--- config.mk ---
export PLATFORM = sky130hd
export DESIGN_NAME = sar_dout_fifo
export DESIGN_NICKNAME = d
export VERILOG_FILES = /design/src/rtl/sar_dout_fifo.sv
export SDC_FILE = /design/constraint.sdc
export NUM_CORES = 1
export LEC_CHECK = 0
export BUFFER_PORTS_ARGS = -buffer_cell sky130_fd_sc_hd__buf_2
export CAP_MARGIN = 20
export CORE_AREA = 3 3 83 85
export DETAILED_ROUTE_END_ITERATION = 6
export DIE_AREA = 0 0 86 88
export PLACE_DENSITY = 0.7
export SLEW_MARGIN = 10
export SYNTH_ARGS = -nofsm -noshare
export SYNTH_HDL_FRONTEND = slang
export SYNTH_SLANG_ARGS = --single-unit
--- constraint.sdc ---
create_clock -name clk -period 4.73 [get_ports clk]
set_input_delay 0.2365 -clock clk [delete_from_list [all_inputs] [get_ports clk]]
set_output_delay 0.2365 -clock clk [all_outputs]
set_load 0.1 [all_outputs]
--- src/rtl/sar_dout_fifo.sv ---
`default_nettype none
// ============================================================================
// Module   : sar_dout_fifo
// Purpose  : Captures each completed SAR conversion result on the rising edge
//            of the sar_logic ready flag and buffers it in a small FIFO with a
//            valid/ready handshake toward the readout side. Counts accepted
//            conversions and keeps a sticky flag for dropped ones.
// Revision : 1.0 - initial release
// ----------------------------------------------------------------------------
// Ports
//   clk        in   1        system clock, shared with sar_logic
//   rstb       in   1        asynchronous active-low reset
//   ready      in   1        end-of-conversion flag (level)
//   dout       in   ADC_BIT  conversion result, stable while ready=1
//   out_ready  in   1        consumer accepts out_data this cycle
//   ovf_clr    in   1        synchronous clear of sticky ovf
//   out_valid  out  1        out_data holds the FIFO head
//   out_data   out  ADC_BIT  FIFO head word
//   level      out  AW+1     current occupancy, 0..DEPTH
//   ovf        out  1        sticky: at least one conversion dropped
//   conv_cnt   out  CNT_W    accepted conversions, modulo 2^CNT_W
// ============================================================================
module sar_dout_fifo #(
  parameter int ADC_BIT = 11,
  parameter int DEPTH   = 4,
  parameter int AW      = 2,
  parameter int CNT_W   = 8
) (
  input  logic               clk,
  input  logic               rstb,
  input  logic               ready,
  input  logic [ADC_BIT-1:0] dout,
  input  logic               out_ready,
  input  logic               ovf_clr,
  output logic               out_valid,
  output logic [ADC_BIT-1:0] out_data,
  output logic [AW:0]        level,
  output logic               ovf,
  output logic [CNT_W-1:0]   conv_cnt
);

  localparam logic [AW:0] FULL_LEVEL = (AW+1)'(DEPTH);

  logic [ADC_BIT-1:0] mem [DEPTH];
  logic [AW-1:0]      wptr;
  logic [AW-1:0]      rptr;
  logic               ready_q;

  logic push_req;
  logic pop;
  logic full;
  logic push_ok;
  logic drop;

  // One push per conversion: only the low-to-high transition of ready counts.
  assign push_req = ready & ~ready_q;
  assign pop      = out_valid & out_ready;
  assign full     = (level == FULL_LEVEL);
  // A full FIFO still accepts a word when the head leaves in the same cycle.
  assign push_ok  = push_req & (~full | pop);
  assign drop     = push_req & full & ~pop;

  assign out_valid = (level != '0);
  assign out_data  = mem[rptr];

  // ready_q resets high so a ready already asserted when reset is released
  // is treated as stale and does not capture a word.
  always_ff @(posedge clk or negedge rstb) begin
    if (!rstb) begin
      ready_q <= 1'b1;
    end else begin
      ready_q <= ready;
    end
  end

  // Storage array; cleared on reset so the empty head reads as zero.
  always_ff @(posedge clk or negedge rstb) begin
    if (!rstb) begin
      for (int i = 0; i < DEPTH; i++) begin
        mem[i] <= '0;
      end
    end else if (push_ok) begin
      mem[wptr] <= dout;
    end
  end

  // Pointers wrap naturally because DEPTH is a power of two.
  always_ff @(posedge clk or negedge rstb) begin
    if (!rstb) begin
      wptr <= '0;
      rptr <= '0;
    end else begin
      if (push_ok) begin
        wptr <= wptr + 1'b1;
      end
      if (pop) begin
        rptr <= rptr + 1'b1;
      end
    end
  end

  // Occupancy: simultaneous push and pop leaves it unchanged.
  always_ff @(posedge clk or negedge rstb) begin
    if (!rstb) begin
      level <= '0;
    end else begin
      case ({push_ok, pop})
        2'b10:   level <= level + 1'b1;
        2'b01:   level <= level - 1'b1;
        default: level <= level;
      endcase
    end
  end

  // Sticky overflow; a drop in the same cycle as a clear keeps it set.
  always_ff @(posedge clk or negedge rstb) begin
    if (!rstb) begin
      ovf <= 1'b0;
    end else if (drop) begin
      ovf <= 1'b1;
    end else if (ovf_clr) begin
      ovf <= 1'b0;
    end
  end

  always_ff @(posedge clk or negedge rstb) begin
    if (!rstb) begin
      conv_cnt <= '0;
    end else if (push_ok) begin
      conv_cnt <= conv_cnt + 1'b1;
    end
  end

endmodule
`default_nettype wire

==> flow_summary_export.csv <==
group,metric,value,unit
synth,synth_seq_cells,61,
place,io_buffers,39,
cts,clk_pin_slew,60,ps
critical_path,crit_arrival,2720,ps
drt,vias_per_cell,5.21,
timing,period_share,52.1,%
global_routing,grt_usage,14.5,%
drt,drt_iter0_drc,48,
timing,tightest_slew,1040,ps
drt,drt_pass1_iterations,4,
cts,htreeDepth,3,
synth,ys_types,30,
cts,cts_setup_buffers,0,
cts,numCtsBuffers,9,
flow_run,drv_cap,0,
synth,synth_flop_cell,"dfrtp_1",
floorplanning,die_w,86,um
floorplanning,die_y,88,um
synth,synthTopCellsByCount,"dfrtp_1 (60), mux2_2 (46), mux4_2 (11), inv_1 (7), xor2_1 (7)",
place,dp_hpwl,3110,um
timing,slew_headroom,30.1,%
timing,fin_crit,2460,ps
drt,drtAntennaViolNets,0,
cts,cts_tree,"yes",
synth,synth_cells,176,
place,place_ws,2250,ps
synth,synth.net_count,199,
layout,drive_above_1_share,52.9,%
cts,clock-sinks,61,
drt,wl_per_cell,15.9,um
floorplanning,initial_utilization,44.0,%
global_routing,grt_pass1_wl,8180,um
layout,seq_area,1530,um^2
global_routing,grt_antenna_before_repair,0,
hold_path,hp-class,"in -> reg",
timing,finalMaxSlewViolations,0,
timing,max_freq,406,MHz
timing,layout_setup_ws,2270,ps
global_routing,gr-total-overflow,0,
layout,antenna_cells,0,
critical_path,worstPathMaxFanout,8,
timing,finalHoldViolations,0,
synth,yosys-top-cells-area,"dfrtp_1 (54%), mux2_2 (19%), mux4_2 (9.0%)",
timing,tns,0,ps
synth,yosysTopAreaCell,"dfrtp_1",
cts,cts_hold_buf,0,
critical_path,crit_type,"reg -> reg",
timing,fin_skew,5.87,ps
timing,setup_viol,0,
synth,yosysSeqAreaShare,55.3,%
drt,drc,0,
global_routing,grt_max_degree,62,
synth,syn_area_per_cell,15.7,um^2
layout,nNetsFinal,245,
synth,synthArstFlopShare,100,%
layout,multi_input_area,1180,um^2
critical_path,cp.required,4990,ps
drt,wirelength,4850,um
cts,post_cts_resized,0,
synth,ys_warn_count,0,
floorplanning,placement_rows,29,
timing,grt_setup_unrepaired,"false",
synth,synth-edff-count,0,
cts,clk_path_buf_depth,2,
global_routing,first_global_vias,1701,
critical_path,endpoint_kind,"flop",
floorplanning,core-area,6280,um^2
floorplanning,dieArea,7570,um^2
floorplanning,io_pins,40,
synth,synth.top_cell.area_share,54.4,%
outcome,status,"completed",
layout,synthToLayoutAreaGrowth,17.1,%
synth,synth_area,2760,um^2
cts,root_buffer,"clkbuf_8",
cts,clock_latency,340,ps
synth,yosysMostFrequentCell,"dfrtp_1",
place,gp_congestion,0.740,
layout,fillers,516,
drt,via_count,1584,
critical_path,critPathLaunchType,"flop",
cells by family after synthesis:
| group | Yosys count | share of synthesized area (%) |
|---|---|---|
| xor gates and xnor gates | 13 | 4.13 |
| adders and majority gates | 7 | 3.45 |
| AOI/OAI and AO/OA | 2 | 0.544 |
| buffers and inverters | 13 | 2.77 |
| and+or+nand+nor | 22 | 5.67 |
| muxes | 58 | 28.1 |
| DFF | 61 | 55.3 |
final cells by class:
| cell class | count | share of cell area [%] |
|---|---|---|
| Sequential cell | 61 | 47.3 |
| Multi-Input combinational cell | 102 | 36.4 |
| Timing Repair Buffer | 41 | 6.62 |
| Clock buffer | 11 | 4.37 |
| Tap cell | 77 | 2.98 |
| Clock inverter | 5 | 1.55 |
| Inverter | 7 | 0.813 |
cell usage in the layout, fill, tap and decap left out, drive strengths merged, types with 2 or more instances in the layout:
| cell | synthesis | routed |
|---|---|---|
| buf | 6 | 41 |
| clkbuf | 0 | 11 |
| clkinv | 0 | 4 |
| dfrtp | 60 | 60 |
| ha | 6 | 6 |
| inv | 7 | 7 |
| mux2 | 46 | 46 |
| mux4 | 11 | 11 |
| nand2 | 2 | 2 |
| nand3 | 2 | 2 |
| nor2 | 3 | 3 |
| nor3b | 5 | 5 |
| xnor2 | 6 | 6 |
| xor2 | 7 | 7 |
registers in the layout, summed over array words and instances, names as in the netlist:
signal,flops
ready_q,1
mem,44
level,3
ovf,1
wptr,2
conv_cnt,8
rptr,2
metal layers:
layer | routed length [um] | GRT usage [%]
met1 | 2210 | 17.7
met3 | 256 | 5.64
met5 | 0 | 0
met4 | 74 | 6.04
met2 | 2310 | 23.2
critical path: stages, from the launching register on:
cell     delay, ps
dfrtp_1        470
nor4b_4        570
nor2_1         230
inv_1          100
ha_1           180
inv_1           60
fa_1           370
xor2_1         150
nor2_1         120
xor2_1         150
final timing paths:
check	from	to	slack (ps)	depth (start not counted)
setup / recovery	level[0]$_DFFE_PN0P_	level[2]$_DFFE_PN0P_	2270	9
hold / removal	ready	ready_q$_DFF_PN1_	30	1
setup reg to reg	level[0]$_DFFE_PN0P_	level[2]$_DFFE_PN0P_	2270	9
hold reg to reg	conv_cnt[7]$_DFFE_PN0P_	conv_cnt[7]$_DFFE_PN0P_	470	1
max in group asynchronous	rstb	mem[6]$_DFFE_PN0P_	4180	2
min in group asynchronous	rstb	mem[34]$_DFFE_PN0P_	50	2
stage by stage:
step / hold WS [ps] / cells / utilization [%] / instance area, um^2
global placement: 370 / 287 / 48.3 / 3030
CTS: 15.0 / 303 / 51.3 / 3220
global route: 12.6 / 304 / 51.5 / 3230
floorplan: -59.1 / 176 / - / 2760
detailed placement: 376 / 287 / 48.3 / 3030
finish: 27.7 / 304 / 51.5 / 3230
Power is not shown: default switching activity piles up to over one toggle a cycle in this logic, so the estimate is an artifact.
